<file path="src/rtl/mac_vec_feeder.sv">
// mac_vec_feeder: buffers one job (weights, vector, biases) from a byte
// stream, then streams VEC_S beats to a row of NUM_R parallel MAC lanes.
// Ports:
//   clk, reset        clock, async active-high reset
//   in_valid/in_ready load-stream handshake, in_data 8-bit load word
//   keep_weights      sampled with a job's first word: reuse stored weights
//   a_out             lane k weight at [8k+7:8k]
//   b_out             shared vector element
//   x_out             bias for lane j on beat j, else 0
//   valid_out         beat valid, done one-cycle end pulse, busy not IDLE
module mac_vec_feeder #(
    parameter int VEC_S = 4,
    parameter int NUM_R = 4
) (
    input  logic               clk,
    input  logic               reset,
    input  logic               in_valid,
    output logic               in_ready,
    input  logic [7:0]         in_data,
    input  logic               keep_weights,
    output logic [NUM_R*8-1:0] a_out,
    output logic [7:0]         b_out,
    output logic [7:0]         x_out,
    output logic               valid_out,
    output logic               done,
    output logic               busy
);

    localparam int NW = NUM_R * VEC_S;
    localparam int CW = $clog2(NW + 1);

    localparam logic [CW-1:0] W_LAST = CW'(NW - 1);
    localparam logic [CW-1:0] V_LAST = CW'(VEC_S - 1);
    localparam logic [CW-1:0] X_LAST = CW'(NUM_R - 1);

    if (NUM_R > VEC_S) begin : g_bad_params
        $error("mac_vec_feeder: NUM_R must not exceed VEC_S");
    end

    typedef enum logic [2:0] {
        S_IDLE,
        S_LOAD_W,
        S_LOAD_V,
        S_LOAD_X,
        S_STREAM,
        S_DONE
    } state_t;

    state_t             r_state;
    logic [CW-1:0]      r_cnt;
    logic               r_wts_ok;
    logic [7:0]         r_w [NW];
    logic [7:0]         r_v [VEC_S];
    logic [7:0]         r_x [NUM_R];
    logic [NUM_R*8-1:0] r_a;
    logic [7:0]         r_b;
    logic [7:0]         r_xo;
    logic               r_valid;
    logic               r_done;

    logic               w_acc;
    logic [CW-1:0]      w_beat;
    logic [NUM_R*8-1:0] w_a;
    logic [7:0]         w_b;
    logic [7:0]         w_xb;

    assign in_ready  = (r_state == S_IDLE)   || (r_state == S_LOAD_W) ||
                       (r_state == S_LOAD_V) || (r_state == S_LOAD_X);
    assign busy      = (r_state != S_IDLE);
    assign w_acc     = in_valid & in_ready;
    assign a_out     = r_a;
    assign b_out     = r_b;
    assign x_out     = r_xo;
    assign valid_out = r_valid;
    assign done      = r_done;

    // Beat 0 is registered on the edge that accepts the last bias, so the
    // beat being prepared is always one ahead of the counter in STREAM.
    assign w_beat = (r_state == S_STREAM) ? r_cnt + 1'b1 : '0;

    always_comb begin
        w_a  = '0;
        w_b  = '0;
        w_xb = '0;
        for (int c = 0; c < VEC_S; c++) begin
            if (w_beat == CW'(c)) begin
                for (int k = 0; k < NUM_R; k++) begin
                    w_a[k*8 +: 8] = r_w[k*VEC_S + c];
                end
                w_b = r_v[c];
            end
        end
        for (int j = 0; j < NUM_R; j++) begin
            if (w_beat == CW'(j)) begin
                w_xb = r_x[j];
            end
        end
        // With a single lane, X[0] is the word arriving on this very edge.
        if (NUM_R == 1 && r_state == S_LOAD_X) begin
            w_xb = in_data;
        end
    end

    always_ff @(posedge clk or posedge reset) begin
        if (reset) begin
            r_state  <= S_IDLE;
            r_cnt    <= '0;
            r_wts_ok <= 1'b0;
            r_a      <= '0;
            r_b      <= '0;
            r_xo     <= '0;
            r_valid  <= 1'b0;
            r_done   <= 1'b0;
            for (int i = 0; i < NW; i++) r_w[i] <= '0;
            for (int i = 0; i < VEC_S; i++) r_v[i] <= '0;
            for (int i = 0; i < NUM_R; i++) r_x[i] <= '0;
        end else begin
            r_done <= 1'b0;
            unique case (r_state)
                S_IDLE: begin
                    if (w_acc) begin
                        if (keep_weights && r_wts_ok) begin
                            r_v[0] <= in_data;
                            if (VEC_S == 1) begin
                                r_state <= S_LOAD_X;
                                r_cnt   <= '0;
                            end else begin
                                r_state <= S_LOAD_V;
                                r_cnt   <= CW'(1);
                            end
                        end else begin
                            r_w[0] <= in_data;
                            if (NW == 1) begin
                                r_wts_ok <= 1'b1;
                                r_state  <= S_LOAD_V;
                                r_cnt    <= '0;
                            end else begin
                                r_state <= S_LOAD_W;
                                r_cnt   <= CW'(1);
                            end
                        end
                    end
                end
                S_LOAD_W: begin
                    if (w_acc) begin
                        for (int i = 0; i < NW; i++) begin
                            if (r_cnt == CW'(i)) r_w[i] <= in_data;
                        end
                        if (r_cnt == W_LAST) begin
                            r_wts_ok <= 1'b1;
                            r_state  <= S_LOAD_V;
                            r_cnt    <= '0;
                        end else begin
                            r_cnt <= r_cnt + 1'b1;
                        end
                    end
                end
                S_LOAD_V: begin
                    if (w_acc) begin
                        for (int i = 0; i < VEC_S; i++) begin
                            if (r_cnt == CW'(i)) r_v[i] <= in_data;
                        end
                        if (r_cnt == V_LAST) begin
                            r_state <= S_LOAD_X;
                            r_cnt   <= '0;
                        end else begin
                            r_cnt <= r_cnt + 1'b1;
                        end
                    end
                end
                S_LOAD_X: begin
                    if (w_acc) begin
                        for (int i = 0; i < NUM_R; i++) begin
                            if (r_cnt == CW'(i)) r_x[i] <= in_data;
                        end
                        if (r_cnt == X_LAST) begin
                            r_state <= S_STREAM;
                            r_cnt   <= '0;
                            r_a     <= w_a;
                            r_b     <= w_b;
                            r_xo    <= w_xb;
                            r_valid <= 1'b1;
                        end else begin
                            r_cnt <= r_cnt + 1'b1;
                        end
                    end
                end
                S_STREAM: begin
                    if (r_cnt == V_LAST) begin
                        r_valid <= 1'b0;
                        r_done  <= 1'b1;
                        r_state <= S_DONE;
                        r_cnt   <= '0;
                    end else begin
                        r_cnt <= r_cnt + 1'b1;
                        r_a   <= w_a;
                        r_b   <= w_b;
                        r_xo  <= w_xb;
                    end
                end
                S_DONE: begin
                    r_state <= S_IDLE;
                end
                default: begin
                    r_state <= S_IDLE;
                    r_cnt   <= '0;
                end
            endcase
        end
    end

endmodule

</file>
<file path="config.mk">
export PLATFORM = sky130hd
export DESIGN_NAME = mac_vec_feeder
export DESIGN_NICKNAME = d
export VERILOG_FILES = /design/src/rtl/mac_vec_feeder.sv
export SDC_FILE = /design/constraint.sdc
export NUM_CORES = 1
export LEC_CHECK = 0
export ABC_AREA = 1
export CORE_MARGIN = 2
export CORE_UTILIZATION = 55
export CTS_BUF_LIST = sky130_fd_sc_hd__clkbuf_16
export DETAILED_ROUTE_END_ITERATION = 6
export PLACE_DENSITY_LB_ADDON = 0.15
export RECOVER_POWER = 100
export SETUP_SLACK_MARGIN = 0.05
export SYNTH_ARGS = -nofsm -noshare
export SYNTH_HDL_FRONTEND = slang
export SYNTH_SLANG_ARGS = --single-unit
</file>
<file path="constraint.sdc">
create_clock -name clk -period 10.5 [get_ports clk]
set_input_delay 2.1 -clock clk [delete_from_list [all_inputs] [get_ports clk]]
set_output_delay 2.1 -clock clk [all_outputs]
set_load 0.01 [all_outputs]
</file>
==> metrics <==
Worst Hold Launch=b_out[6]$_DFFE_PP0P_; Skew-Pair Late Insertion Delay=0.54 ns; aggregate global routing overflow=0; DR vias/cell=5.76; static leakage=6.48 nW; IO Pins=64; worst rel slew slack=-1.91; max-slew violations=165; hpwl dp=17.6 mm; worst reg2reg path endpoint=x_out[5]$_DFFE_PP0P_; Reg2Reg Depth=8; Crit. End Element=flop; hold_buf cts=0; RSZ-0062 raised after global routing=no; worst-path fanout max=63; Pwr Density=257 mW/mm2; failing checks=capacitance limit, slew limit; leading post-synthesis cells by cell area=dfrtp_1, nand2_1, nand3_1; clock slew at reported path FFs=0.06 ns; area grow syn2layout=12.3%; most frequent cells in the layout=nand2_1, dfrtp_1, nand3_1; syn_area_per_cell=8.29 um2; Compound-Gate Fraction of Synth Area=0.119; adder-cell area share of the yosys netlist=0.00651; Detailed Routing Iterations Pass 1=6; Final ANT Viol Nets=0; final hold violations=0; Synthesized Nets=1408; PostCTS Resize Cnt=0; Worst Hold Margin=0.473 ns; Synth warnings=0; Pwr Total=0.00333 W; Post-Synth XOR/XNOR Area=0; clock root cell=clkbuf_16; Num CTS Buffers=27; Post-Syn Instances=1390; antenna violations before repair=0; GPL Wtd Cong=0.859; post-synthesis mux area share=0; clock buffer depth=3; VDD IR max=153 uV; num rows=52; Setup TNS Final=0 ns; measured slew at the worst slew-check pin=4.34 ns; largest net degree at the start of global routing=101; # nets final=1413; simple-gate portion of the synthesized area=0.269; r2r startpoint=r_cnt[0]$_DFFE_PP0P_; ratio of cells with drive above 1 in the final layout=0.0438; first-pass GRT wire length=49.6 mm; via count=9702; CP required=10.91 ns; Endpoint, Worst Hold=b_out[6]$_DFFE_PP0P_; # setup viols final=0; H-tree depth=1; core area=0.0204 mm2; sequential area share after synthesis=0.545; largest family of logic cells by synthesized area=simple AND/OR/NAND/NOR gates; Initial DRC Count=968; area leader, netlist=dfrtp_1; Critical Setup Path Class=input pin to flop; initial core utilization=0.564; Antenna Cells=0; synthesized area=0.0115 mm2; final wirelength=30.2 mm; library cells used by synthesis=30; status=finished with violations; Worst Hold Class=flop to flop; area share of the largest cell type after synthesis=0.545; Max Fclk=0.145 GHz; Die Ht=149 um; nature of the critical path startpoint=input pin; IO buf count=63; Remaining DRCs=0; fin util=0.633; commonest non-fill, non-tap cell in the layout=nand2_1; Seq cells post-synth=251; min setup slack post-route=3.63 ns; Setup Slack @ Placement=5.69 ns; Post-CTS Setup Repair Bufs=0; die width=149 um; Final period util=0.655; gr usage total=0.283; number of global-route vias before repair=9201; max-cap violations=2; clk_skew=0.0158 ns; WHS Path Cells=2; die area=0.0221 mm2; Final Critical Period=6.88 ns; worst reg-to-reg setup slack=4.99 ns; CTS Sinks=251; routed len/inst=18.0 um; CTS tree=yes; crit path DAT=7.29 ns
## report_power, final
group	internal [W]	switching [W]
logic	0.000347	0.000620
registers	0.00125	0.000165
clock network	0.000563	0.000389
total	0.00216	0.00117
## final cells by class
cell class / instances / area (um2)
fillers: 1822 / 7490
flip-flops and latches: 251 / 6280
multi-input cells: 974 / 4490
repair buffers: 71 / 691
clock buffers: 27 / 676
well taps: 270 / 338
inverters: 70 / 267
clock inverters: 21 / 200
## layer usage
metal / up-vias / wire [um] / GRT usage
met5: - / 0 / 0
met4: 0 / 845 / 0.0814
met3: 74 / 1850 / 0.0355
met2: 363 / 14300 / 0.463
met1: 4683 / 13300 / 0.403
li1: 4582 / - / -
## how the worst max path moves through the flow
| stage | from | endpoint | slack [ns] | cells after the start |
|---|---|---|---|---|
| finish | in_valid | x_out[5]$_DFFE_PP0P_ | 3.63 | 8 |
| global route | in_valid | x_out[5]$_DFFE_PP0P_ | 3.06 | 8 |
| CTS | in_valid | x_out[5]$_DFFE_PP0P_ | 6.21 | 8 |
| detailed placement | in_valid | a_out[17]$_DFFE_PP0P_ | 5.69 | 8 |
| global placement | in_valid | a_out[9]$_DFFE_PP0P_ | 5.76 | 8 |
| floorplan | reset | a_out[0]$_DFFE_PP0P_ | 1.50 | 1 |
## Yosys cell counts
cell type / count
buf_6: 1
a31o_2: 1
or3b_1: 1
nor2_1: 62
inv_1: 62
nor2_2: 5
o22ai_1: 1
o21ai_1: 6
buf_2: 30
nor3_1: 4
nand4_1: 2
nand4_2: 3
nand3_1: 226
buf_1: 5
nand2_1: 412
nand2_4: 1
o21ai_0: 181
nor4_4: 1
clkbuf_1: 49
dfrtp_1: 251
inv_2: 8
o21ai_2: 8
a22oi_1: 1
nand2_2: 4
a21oi_1: 4
buf_4: 10
nand3_2: 2
o31ai_1: 9
o21bai_1: 34
ha_1: 6
## worst max-delay path, cell delays in order
cell,delay [ns]
dlygate4sd3_1,0.64
inv_1,0.12
nor2_1,0.22
nand2_1,0.34
nand2_1,1.92
inv_1,1.52
nand2_1,0.32
nand2_1,0.08
## logic make-up (layout without fill, tap and decap cells)
logic type | count (synthesis) | in the layout
simple gates | 723 | 723
buf+inv | 165 | 189
fa+ha+maj | 6 | 6
flops | 251 | 251
compound gates | 245 | 245
## through the flow
step / std cells / area, um2
CTS: 1684 / 13000
global route: 1684 / 12900
finish: 1684 / 12900
detailed placement: 1636 / 12200
floorplan: 1390 / 11500
global placement: 1636 / 12200
## state kept, by name, indices dropped and copies added, names as in the netlist, 3 cells and up
register  flops
r_w         128
b_out         8
r_cnt         5
r_x          32
a_out        32
r_v          32
r_state       3
x_out         8
(Power assumes the default switching activity.)
